===== src/rtl/fetch_unit.sv =====
// Program counter and instruction register for the multicycle MIPS core.
// Fetches over a req/ready handshake, holds the instruction for the control unit and commits next PC.
module fetch_unit #(
  parameter logic [31:0] RESET_PC    = 32'h0000_0000,
  parameter logic [5:0]  HALT_OPCODE = 6'b111111
) (
  input  logic        clk,
  input  logic        reset,
  input  logic        pcupdate,
  input  logic        jump,
  input  logic        branch,
  input  logic        zero,
  output logic        imem_req,
  output logic [31:0] imem_addr,
  input  logic [31:0] imem_rdata,
  input  logic        imem_ready,
  output logic [31:0] pc,
  output logic [31:0] instr,
  output logic [5:0]  opcode,
  output logic        instr_valid,
  output logic        halted,
  output logic        seq_err
);

  typedef enum logic [1:0] {
    IDLE  = 2'd0,
    FETCH = 2'd1,
    HOLD  = 2'd2,
    HALT  = 2'd3
  } state_t;

  state_t      state_q, state_d;
  logic [31:0] pc_q, pc_d;
  logic [31:0] instr_q, instr_d;
  logic        instr_valid_q, instr_valid_d;
  logic        halted_q, halted_d;
  logic        seq_err_q, seq_err_d;

  logic [31:0] pc4;
  logic [31:0] branch_off;
  logic [31:0] next_pc;

  always_comb begin
    pc4        = pc_q + 32'd4;
    branch_off = {{14{instr_q[15]}}, instr_q[15:0], 2'b00};
    if (jump) begin
      next_pc = {pc4[31:28], instr_q[25:0], 2'b00};
    end else if (branch && zero) begin
      next_pc = pc4 + branch_off;
    end else begin
      next_pc = pc4;
    end
  end

  // A pcupdate outside HOLD is a control-unit sequencing bug: flag it, never act on it.
  always_comb begin
    state_d       = state_q;
    pc_d          = pc_q;
    instr_d       = instr_q;
    instr_valid_d = instr_valid_q;
    halted_d      = halted_q;
    seq_err_d     = seq_err_q;
    case (state_q)
      IDLE: begin
        state_d = FETCH;
        if (pcupdate) seq_err_d = 1'b1;
      end
      FETCH: begin
        if (pcupdate) seq_err_d = 1'b1;
        if (imem_ready) begin
          instr_d       = imem_rdata;
          instr_valid_d = 1'b1;
          if (imem_rdata[31:26] == HALT_OPCODE) begin
            state_d  = HALT;
            halted_d = 1'b1;
          end else begin
            state_d = HOLD;
          end
        end
      end
      HOLD: begin
        if (pcupdate) begin
          pc_d          = next_pc;
          instr_valid_d = 1'b0;
          state_d       = FETCH;
        end
      end
      HALT: begin
        state_d = HALT;
      end
      default: begin
        state_d = IDLE;
      end
    endcase
  end

  always_ff @(posedge clk) begin
    if (reset) begin
      state_q       <= IDLE;
      pc_q          <= RESET_PC;
      instr_q       <= 32'd0;
      instr_valid_q <= 1'b0;
      halted_q      <= 1'b0;
      seq_err_q     <= 1'b0;
    end else begin
      state_q       <= state_d;
      pc_q          <= pc_d;
      instr_q       <= instr_d;
      instr_valid_q <= instr_valid_d;
      halted_q      <= halted_d;
      seq_err_q     <= seq_err_d;
    end
  end

  assign imem_req    = (state_q == FETCH);
  assign imem_addr   = pc_q;
  assign pc          = pc_q;
  assign instr       = instr_q;
  assign opcode      = instr_q[31:26];
  assign instr_valid = instr_valid_q;
  assign halted      = halted_q;
  assign seq_err     = seq_err_q;

endmodule


===== config.mk =====
export PLATFORM = sky130hd
export DESIGN_NAME = fetch_unit
export DESIGN_NICKNAME = d
export VERILOG_FILES = /design/src/rtl/fetch_unit.sv
export SDC_FILE = /design/constraint.sdc
export NUM_CORES = 1
export LEC_CHECK = 0
export BUFFER_PORTS_ARGS = -buffer_cell sky130_fd_sc_hd__buf_2
export CAP_MARGIN = 0
export CELL_PAD_IN_SITES_DETAIL_PLACEMENT = 1
export CELL_PAD_IN_SITES_GLOBAL_PLACEMENT = 1
export CORE_MARGIN = 8
export CORE_UTILIZATION = 35
export CTS_BUF_LIST = sky130_fd_sc_hd__clkbuf_2 sky130_fd_sc_hd__clkbuf_4 sky130_fd_sc_hd__clkbuf_8
export CTS_CLUSTER_DIAMETER = 100
export CTS_CLUSTER_SIZE = 40
export DETAILED_ROUTE_END_ITERATION = 10
export GPL_TIMING_DRIVEN = 0
export PLACE_DENSITY_LB_ADDON = 0.1
export SLEW_MARGIN = 20
export SYNTH_ARGS = -nofsm -noshare
export SYNTH_HDL_FRONTEND = slang
export SYNTH_SLANG_ARGS = --single-unit
export TNS_END_PERCENT = 1

===== constraint.sdc =====
create_clock -name clk -period 3.6 [get_ports clk]
set_input_delay 0.54 -clock clk [delete_from_list [all_inputs] [get_ports clk]]
set_output_delay 0.54 -clock clk [all_outputs]
set_load 0.005 [all_outputs]

**After elaboration in Yosys (flattened, before gate mapping)**

Cells that the tools add are included.

- Flip-flop bits (word level): 69
- Input port bits: 39
- Output and inout bits: 106
- Logic and storage cells: 33

- Add/subtract/negate cells: 2
- Equality and inequality tests: 6
- Mux-type cells: 9
- Reduce and logical (&&, ||, !) cells: 10

Operators by type and width:

| operator | number |
|---|---|
| $mux W32 | 2 |
| $add A32 B3 Y32 const B | 1 |
| $add A32 B32 Y32 | 1 |
| $pmux W2 S4 | 1 |
| $reduce_and A2 Y1 | 4 |
| $eq A6 B6 Y1 const B | 1 |
| $reduce_and A3 Y1 | 2 |
| $eq A2 B2 Y1 const B | 2 |
| $mux W2 | 2 |
| $mux W1 | 3 |
| $eq A2 B1 Y1 const B | 1 |
| $logic_not A2 Y1 | 1 |
| $ne A2 B1 Y1 const B | 1 |
| $ne A2 B2 Y1 const B | 1 |
| $pmux W1 S2 | 1 |
| $reduce_bool A2 Y1 | 1 |
| $reduce_or A2 Y1 | 1 |
| $logic_and A1 B1 Y1 | 1 |

**Logic depth before layout (Yosys ltp)**

Gate-level depths: netlist of the first run.

- Depth after elaboration: 4
- Mapped depth: 18
- Gate-level depth less buffers: 17

**Worst setup path before layout of the first run**

Ideal clock, no wire load.

- Kind: reg-to-reg
- From: register pc_q[8] (netlist: imem_addr[8])
- To: register pc_q[29] (netlist: imem_addr[29])
- Data arrival time: 3.589 ns
- Data required time: 3.509 ns
- Setup slack: -0.080 ns
- Cell stages (with the launch flop): 18
- Period minus slack after synthesis: 3.680 ns
- Cell sequence: dfxtp_1 -> and4_1 -> nand4_1 -> nor2_1 -> and3_1 -> xor2_1 -> ha_1 -> buf_2 -> a21o_1 -> a21o_1 -> a21oi_1 -> o32ai_1 -> or2_1 -> a311o_2 -> a31oi_1 -> xnor2_1 -> nand2_1 -> a311oi_1

- Cells in the longest elaborated chain, start to end: 4

RTL lines:

| element | RTL line | RTL |
|---|---|---|
| start: declaration | 33 | `logic [31:0] pc_q, pc_d;` |
| start signal: assignment | 107 | `pc_q <= pc_d;` |
| $add A32 B3 Y32 (*) | 44 | `pc4 = pc_q + 32'd4;` |
| $add A32 B32 Y32 | 49 | `next_pc = pc4 + branch_off;` |
| $mux W32 | 48 | `end else if (branch && zero) begin` |
| $mux W32 (*) | 46 | `if (jump) begin` |

Mark *: on every way between the ends. The rest lies on a longest branch, timed or not.
A chain may end at the register's enable or synchronous reset.

**Worst setup path in the final report of the first run**

- From: register pc_q[10] (netlist: imem_addr[10])
- To: register pc_q[29] (netlist: imem_addr[29])

The elaborated chain is that of the path after synthesis.

==> results of run 1 <==
==> timing repair <==
item                       in CTS  in global routing
pin swaps                      23                  7
resized for setup              78                 15
setup endpoints to repair      15                  9
buffers inserted               27                  1
==> through the flow <==
stage | instance area (um^2) | setup WS, ps | utilization [%]
2_1_floorplan | 5280 | 24.5 | -
3_3_place_gp | 6210 | -712 | 41.6
3_5_place_dp | 6210 | -747 | 41.6
4_1_cts | 6970 | -29.0 | 46.7
5_1_grt | 7070 | -222 | 47.4
6_report | 7070 | -83.0 | 47.4
==> routing by layer <==
layer	vias to the layer above	track usage (%)
li1	2765	-
met1	2866	26.0
met2	124	38.5
met3	24	4.52
met4	0	6.45
met5	-	0
==> cells in the final DEF, fill, tap and decap left out, types with 7 or more instances in the layout <==
| cell type | n |
|---|---|
| a21oi_1 | 78 |
| buf_4 | 66 |
| ha_1 | 25 |
| o21ai_0 | 31 |
| buf_2 | 139 |
| dfxtp_4 | 10 |
| nor2_1 | 35 |
| xor2_1 | 12 |
| clkbuf_1 | 22 |
| ha_4 | 7 |
| xnor2_1 | 31 |
| nand4_1 | 9 |
| a21o_1 | 15 |
| and3_1 | 10 |
| clkbuf_8 | 17 |
| dfxtp_1 | 51 |
| o211ai_1 | 14 |
| nand2_1 | 117 |
| nand3_1 | 20 |
==> flip-flops by register name (all words and copies together), names as in the netlist <==
| register | count |
|---|---|
| imem_addr | 30 |
| state_q | 2 |
| seq_err | 1 |
| instr_valid | 1 |
| halted | 1 |
| instr | 32 |
==> power by group <==
part           leakage (nW)  total (mW)  internal, mW  switching [mW]
Clock                0.0995       0.688         0.345           0.344
Combinational          2.73       0.333         0.142           0.191
Sequential            0.555       0.802         0.762          0.0400
==> cell type report <==
| cell class | count | share of cell area (%) |
|---|---|---|
| multi-input cells | 542 | 53.6 |
| flip-flops and latches | 67 | 19.6 |
| repair buffers | 167 | 13.0 |
| plain buffers | 72 | 7.20 |
| well taps | 188 | 3.33 |
| clock buffers | 10 | 1.95 |
| clock inverters | 6 | 1.01 |
| inverters | 6 | 0.319 |
==> worst min-delay path: cells and delay by family <==
kind | cells | cell delay (ps)
simple gates | 1 | 40
buf+inv | 1 | 90
compound gates | 1 | 50
==> how the worst max path moves through the flow <==
stage / from / to / slack, ps / cells past startpoint
6_report: imem_addr[10]$_SDFFE_PP0P_ / imem_addr[29]$_SDFFE_PP0P_ / -80 / 17
5_1_grt: imem_addr[10]$_SDFFE_PP0P_ / imem_addr[29]$_SDFFE_PP0P_ / -220 / 17
4_1_cts: imem_addr[10]$_SDFFE_PP0P_ / imem_addr[29]$_SDFFE_PP0P_ / -30 / 17
3_5_place_dp: imem_addr[8]$_SDFFE_PP0P_ / imem_addr[31]$_SDFFE_PP0P_ / -750 / 15
3_3_place_gp: imem_addr[2]$_SDFFE_PP0P_ / imem_addr[29]$_SDFFE_PP0P_ / -710 / 17
2_1_floorplan: imem_addr[8]$_SDFFE_PP0P_ / imem_addr[29]$_SDFFE_PP0P_ / 20 / 17
==> logic make-up after synthesis <==
kind of cell / Yosys count / share of synthesized area (%)
and+or+nand+nor: 244 / 21.5
adders and majority gates: 38 / 9.18
DFF: 67 / 25.5
muxes: 3 / 0.571
AOI/OAI and AO/OA: 201 / 24.5
other: 1 / 0.0712
buffers and inverters: 79 / 10.1
xor gates and xnor gates: 52 / 8.65
==> flow_summary.toml, run 1 <==
[status]
status = "complete, but fails checks"
violations = "setup timing"

[detailed_routing]
vias_per_cell = 5.46
wl_met1_um = 9610
drt-total-wl_um = 21700
ant_nets = 0
drt-wirelength-per-cell_um = 20.5
drc = 0
dr_wl_met2_um = 10900
wl_met3_um = 732
dr.pass1.iters = 5
top_layer = "met4"
vias = 5779
drt_iter0_markers = 315

[final_layout]
area_delta_synth_final_pct = 34.3
diodes = 0
multiInputGateArea_um2 = 3790
layout-drive-gt1-share_pct = 35.9
finalNonFillerCells = 1058
regArea_um2 = 1390
n_fill_cell = 1873
nets = 942

[timing]
period_share_pct = 102
finalSetupTns_ps = -148
rsz0062_at_grt = "true"
slew_viol_final = 0
hold_slack_ps = 392
skew_ps = 8.27
worst_pin_slew_ps = 819
setup_violations = 2
hold_viol_final = 0
setup_ws_ps = -83.0
min_period_ps = 3680
maxSlewHeadroom_pct = 45.2
max_freq_mhz = 272

[synthesis]
ys_ff_latch = 67
yosysTopAreaCellShare_pct = 25.5
ys_top_cells_by_count = "nand2_1, a21oi_1, dfxtp_1"
synth_area_leader_cell = "dfxtp_1"
synth_most_common_cell = "nand2_1"
synth_cell_types = 67
avgSynthCellArea_um2 = 7.68
yosysSeqAreaShare_pct = 25.5
netlist_area_um2 = 5260
synth_cells = 685
ys_warn_count = 0
synth-edff-count = 0
synthFlopType = "dfxtp_1"
async_reset_ff_share_pct = 0
yosys-top-cells-area = "dfxtp_1, ha_1, nand2_1"

[global_routing]
grt.overflow.total = 0
grt_pass1_wl_um = 33900
gr-usage-all-layers_pct = 21.8
antenna_found_initial = 0
grt_pass1_vias = 6156
grt_max_degree = 27

[critical_path]
path_class = "register to register"
start_kind = "register"
cp_slowest_stage_delay_ps = 400
r2r_slack_ps = -80
ff2ff_path_depth = 17
arrival_ps = 3980
crit_family = "compound AO/OA/AOI/OAI gates"
cpMostUsedCell = "buf_6"
rr_startpoint = "imem_addr[10]$_SDFFE_PP0P_"
slowest_stage = "a311o_2"
timing.rr.end = "imem_addr[29]$_SDFFE_PP0P_"
cp_cell_sequence = "and4_4, nand4_1, buf_6, buf_4, nor4_4, buf_6, xor2_4, ha_2, buf_6, a21o_1, a21oi_2, and2b_2, a311o_2, a31oi_4, xnor2_1, nand2_1, a311oi_2"
critPathCaptureType = "register"
worstPathBufferInverterCount = 4
crit_required_ps = 3900
crit_fanout = 6

[floorplanning]
fp.dieH_um = 139
rows = 45
dieArea_um2 = 19200
start_util_pct = 35.3
dieWidth_um = 139
io-pin-count = 145
coreArea_um2 = 14900

[placed_design]
gp_congestion = 0.887
numPortBuffers = 139
hpwl_um = 16300
dp.cells = 1015

[power_and_ir_drop]
p_leak_nw = 3.38
power_mw = 1.82
peakVddDrop_v = 0.000210
power_per_cell_area_nw_per_um2 = 258

[cts]
cts_sinks = 67
cts_htree_levels = 3
clock-root-buffer = "clkbuf_8"
holdBufCountCts = 0
cts_tree = "yes"
insertion_delay_ps = 380
clock_path_buffers = 2
path_clk_slew_ps = 80
cts_made_buffers = 9

[worst_hold_path]
hold_path.class = "input port to register"
hold_depth = 3
hold_start = "imem_rdata[4]"
whs_endpoint = "instr[4]$_SDFFE_PP0P_"

[job]
maxCapViolations = 0
Power figures use the tool's default switching activity.
==> run 2, diff against run 1 <==
--- a/config.mk
+++ b/config.mk
@@ -5,7 +5,7 @@
 export SDC_FILE = /design/constraint.sdc
 export NUM_CORES = 1
 export LEC_CHECK = 0
-export BUFFER_PORTS_ARGS = -buffer_cell sky130_fd_sc_hd__buf_2
+export BUFFER_PORTS_ARGS = -buffer_cell sky130_fd_sc_hd__buf_4
 export CAP_MARGIN = 0
 export CELL_PAD_IN_SITES_DETAIL_PLACEMENT = 1
 export CELL_PAD_IN_SITES_GLOBAL_PLACEMENT = 1
==> run 2 against run 1 <==
- the run still ends with setup timing left
- clock power grew 22%
- maximum frequency shrank 2.4%
- clock-buffer cell count is the same
- critical endpoint is now imem_addr[31]$_SDFFE_PP0P_
- largest cell class unchanged
==> flow_summary.toml, run 2 (synthesized netlist as in run 1, its figures left out) <==
[placed_design]
numPortBuffers = 139
dpl_worst_slack_ps = -800
hpwl_um = 16500
place_area_um2 = 6560
gp_congestion = 0.857
dp.cells = 1015

[critical_path]
crit_family = "simple AND/OR/NAND/NOR gates"
slowest_stage = "dfxtp_4"
crit_fanout = 7
path_class = "register to register"
critPathCaptureType = "register"
cp_cell_sequence = "and4_1, buf_6, and3_4, and2b_2, nand2_4, nor2_4, xor2_2, ha_2, a21o_1, a21o_1, a21o_1, a21oi_2, buf_4, buf_4, a2bb2oi_2, and3_1, nor3_2, xnor2_1, or3_1, a21oi_1"
arrival_ps = 4080
start_kind = "register"
worstPathBufferInverterCount = 3
cpMostUsedCell = "a21o_1"
crit_required_ps = 3910
r2r_slack_ps = -170
crit_cells = 20
ff2ff_path_depth = 20
cp_slowest_stage_delay_ps = 390

[timing]
slew_viol_final = 0
worst_pin_slew_ps = 849
rsz0062_at_grt = "true"
max_freq_mhz = 265
hold_slack_ps = 398
maxSlewHeadroom_pct = 43.2
setup_violations = 4
skew_ps = 9.91
hold_viol_final = 0
setup_ws_ps = -172
min_period_ps = 3770
period_share_pct = 105

[final_layout]
finalNonFillerCells = 1054
multiInputGateArea_um2 = 3750
layout-drive-gt1-share_pct = 35.6
regArea_um2 = 1380
final_cell_mix = "buf_4, nand2_1, a21oi_1, dfxtp_1, nor2_1"
area_delta_synth_final_pct = 40.4
largest_reg_flops = 32
post-route-util_pct = 49.5
diodes = 0
layout_commonest_cell = "buf_4"
final_cell_area_um2 = 7390
n_fill_cell = 1807
nets = 938

[floorplanning]
start_util_pct = 35.3
dieWidth_um = 139
dieArea_um2 = 19200
coreArea_um2 = 14900
fp.dieH_um = 139
rows = 45
io-pin-count = 145

[global_routing]
grt_pass1_wl_um = 34800
grt_pass1_vias = 6317
grt.overflow.total = 0
antenna_found_initial = 0
gr-usage-all-layers_pct = 22.5
grt_max_degree = 27

[job]
maxCapViolations = 0

[cts]
clock-root-buffer = "clkbuf_8"
cts_sinks = 67
insertion_delay_ps = 380
cts_made_buffers = 9
cts_htree_levels = 3
path_clk_slew_ps = 90
cts_tree = "yes"
clock_path_buffers = 2

[detailed_routing]
vias_per_cell = 5.50
drt-wirelength-per-cell_um = 21.0
ant_nets = 0
drt_iter0_markers = 310
drt-total-wl_um = 22200
drc = 0
vias = 5797
dr.pass1.iters = 6

[power_and_ir_drop]
peakVddDrop_v = 0.000199
power_per_cell_area_nw_per_um2 = 271
p_leak_nw = 3.43

[status]
violations = "setup timing"
status = "complete, but fails checks"

[worst_hold_path]
hold_depth = 3
hold_path.class = "input port to register"
[run 2: what timing repair did]
item,CTS,global route
pin swaps,14,16
hold buffers,0,0
endpoints found under the setup margin,14,13
gates resized for setup,66,20
setup buffers,19,5
[run 2: worst paths after layout]
path / start / end
min reg2reg: instr[26]$_SDFFE_PP0P_ / instr[26]$_SDFFE_PP0P_
max: imem_addr[5]$_SDFFE_PP0P_ / imem_addr[31]$_SDFFE_PP0P_
min: imem_rdata[3] / instr[3]$_SDFFE_PP0P_
max reg2reg: imem_addr[5]$_SDFFE_PP0P_ / imem_addr[31]$_SDFFE_PP0P_
[run 2: tightest hold or removal path: cells and delay by family]
family	cells	cell delay, ps
buffers and inverters	1	110
and+or+nand+nor	1	50
AOI/OAI and AO/OA	1	50
[run 2: per-stage QoR]
stage	TNS, ps	total power [mW]
finish	-389	2.01
global route	-1590	2.08
CTS	-190	2.02
detailed placement	-5560	1.17
global placement	-4520	1.15
floorplan	0	0.997
[run 2: area by class of cell]
type / instances / area share, %
Clock inverter: 6 / 1.51
Tap cell: 188 / 3.18
Clock buffer: 10 / 1.86
Multi-Input combinational cell: 542 / 50.8
Inverter: 6 / 0.305
Sequential cell: 67 / 18.7
Buffer: 72 / 6.89
Timing Repair Buffer: 163 / 16.8
[run 2: report_power, final]
| group | switching (mW) | leakage [nW] | internal (mW) |
|---|---|---|---|
| registers | 0.0418 | 0.555 | 0.762 |
| clock network | 0.358 | 0.123 | 0.481 |
| logic | 0.194 | 2.75 | 0.170 |
[run 2: metal layers]
layer	global-route usage (%)	part of all wire, %	vias to the layer above
li1	-	-	2753
met1	26.6	43	2885
met2	39.0	50	131
met3	4.55	4.8	28
met4	8.60	2.1	0
met5	0	0	-
==> run 3, diff against run 2 <==
--- a/config.mk
+++ b/config.mk
@@ -17,6 +17,7 @@
 export DETAILED_ROUTE_END_ITERATION = 10
 export GPL_TIMING_DRIVEN = 0
 export PLACE_DENSITY_LB_ADDON = 0.1
+export SKIP_CTS_REPAIR_TIMING = 1
 export SLEW_MARGIN = 20
 export SYNTH_ARGS = -nofsm -noshare
 export SYNTH_HDL_FRONTEND = slang
==> run 3 against run 2 <==
- the flow still finishes with violations (setup timing)
- clock skew hardly changed
- non-clock buffer count is 3 higher
- routed wire length about the same
- clock-buffer cell count unchanged
- worst hold slack improved by 8.0 ps
- largest cell class unchanged
- global-route usage shrank 0.94 points
- cell area grew 0.29%
- sequential power hardly changed
- total power is essentially flat
- highest routed layer unchanged
- register-to-register slack better by 20 ps
==> flow_summary.toml, run 3 (synthesized netlist as in run 1, its figures left out) <==
[detailed_routing]
drt_iter0_markers = 208
ant_nets = 0
drt-wirelength-per-cell_um = 21.0
dr.pass1.iters = 4
vias = 5811
drc = 0
drt-total-wl_um = 22200
vias_per_cell = 5.50

[critical_path]
cpMostUsedCell = "and4_4"
crit_required_ps = 3910
path_class = "register to register"
cp_slowest_stage_delay_ps = 370
worstPathBufferInverterCount = 1
slowest_stage = "dfxtp_4"
crit_fanout = 5
critPathCaptureType = "register"
cp_cell_sequence = "and4_4, nand4_1, buf_6, and2b_2, and4_4, xor2_2, ha_4, nand3_1, nor2_2, nand2_1, o32ai_2, o2111ai_1, and3_1, nor3_2, xnor2_1, or3_1, a21oi_1"
crit_family = "simple AND/OR/NAND/NOR gates"
arrival_ps = 4060
start_kind = "register"

[timing]
worst_pin_slew_ps = 873
skew_ps = 9.50
min_period_ps = 3760
rsz0062_at_grt = "true"
max_freq_mhz = 266
period_share_pct = 104
setup_ws_ps = -157
setup_violations = 2
hold_viol_final = 0
slew_viol_final = 0
maxSlewHeadroom_pct = 41.6

[cts]
insertion_delay_ps = 380
cts_made_buffers = 9
path_clk_slew_ps = 90
cts_tree = "yes"
cts_sinks = 67
clock_path_buffers = 2
clock-root-buffer = "clkbuf_8"
cts_htree_levels = 3

[final_layout]
multiInputGateArea_um2 = 3760
regArea_um2 = 1380
nets = 941
finalNonFillerCells = 1057
n_fill_cell = 1815
final_cell_mix = "buf_4, nand2_1, a21oi_1, dfxtp_1, nor2_1"
post-route-util_pct = 49.7
layout-drive-gt1-share_pct = 35.8
diodes = 0
largest_reg_flops = 32
layout_commonest_cell = "buf_4"
area_delta_synth_final_pct = 40.8

[floorplanning]
rows = 45
start_util_pct = 35.3
coreArea_um2 = 14900
dieWidth_um = 139
io-pin-count = 145
dieArea_um2 = 19200
fp.dieH_um = 139

[global_routing]
antenna_found_initial = 0
gr-usage-all-layers_pct = 21.5
grt_pass1_wl_um = 33300
grt.overflow.total = 0
grt_pass1_vias = 6097
grt_max_degree = 27

[power_and_ir_drop]
power_per_cell_area_nw_per_um2 = 271
peakVddDrop_v = 0.000203
p_leak_nw = 3.44

[placed_design]
hpwl_um = 16500
dp.cells = 1015
gp_congestion = 0.857
numPortBuffers = 139

[status]
status = "complete, but fails checks"
violations = "setup timing"

[worst_hold_path]
hold_path.class = "input port to register"

[job]
maxCapViolations = 0
==> run 3: final timing paths <==
path	end	slack [ps]	start	cells after the start
min reg2reg	instr[26]$_SDFFE_PP0P_	480	instr[26]$_SDFFE_PP0P_	2
max	imem_addr[31]$_SDFFE_PP0P_	-160	imem_addr[10]$_SDFFE_PP0P_	17
min	instr[3]$_SDFFE_PP0P_	410	imem_rdata[3]	3
max reg2reg	imem_addr[31]$_SDFFE_PP0P_	-160	imem_addr[10]$_SDFFE_PP0P_	17
==> run 3: routing by layer <==
| layer | wire, um | global-route usage (%) | vias up |
|---|---|---|---|
| met4 | 657 | 9.68 | 0 |
| met5 | 0 | 0 | - |
| met3 | 1140 | 5.03 | 37 |
| met2 | 10900 | 35.7 | 160 |
| met1 | 9500 | 25.9 | 2854 |
| li1 | - | - | 2760 |
==> run 3: area by class of cell <==
cell class,instances,share of cell area [%]
Multi-Input combinational cell,542,50.7
Tap cell,188,3.17
Sequential cell,67,18.7
Inverter,6,0.304
Timing Repair Buffer,165,16.8
Buffer,73,7.02
Clock inverter,6,1.50
Clock buffer,10,1.86
==> run 3: stage by stage <==
step / hold WS [ps] / power, mW / instance area (um^2) / setup WS (ps) / TNS, ps
4_1_cts: 383 / 2.01 / 6810 / -844 / -6020
5_1_grt: 399 / 2.08 / 7410 / -310 / -1240
3_5_place_dp: 470 / 1.17 / 6560 / -800 / -5560
6_report: 406 / 2.01 / 7410 / -157 / -308
3_3_place_gp: 461 / 1.15 / 6560 / -749 / -4520
2_1_floorplan: 460 / 0.997 / 5280 / 24.5 / 0
==> run 3: worst reg2reg max path, cell delays in order, from the launching register on <==
cell	delay, ps
dfxtp_4	370
and4_4	250
nand4_1	120
buf_6	170
and2b_2	270
and4_4	250
xor2_2	250
ha_4	190
nand3_1	170
nor2_2	180
nand2_1	100
o32ai_2	170
o2111ai_1	190
and3_1	190
nor3_2	250
xnor2_1	130
or3_1	310
a21oi_1	140
==> run 3: report_power, final <==
group | leakage (nW) | internal (mW) | switching (mW)
sequential | 0.554 | 0.762 | 0.0422
combinational | 2.76 | 0.172 | 0.192
clock | 0.123 | 0.481 | 0.356
total | 3.44 | 1.42 | 0.591
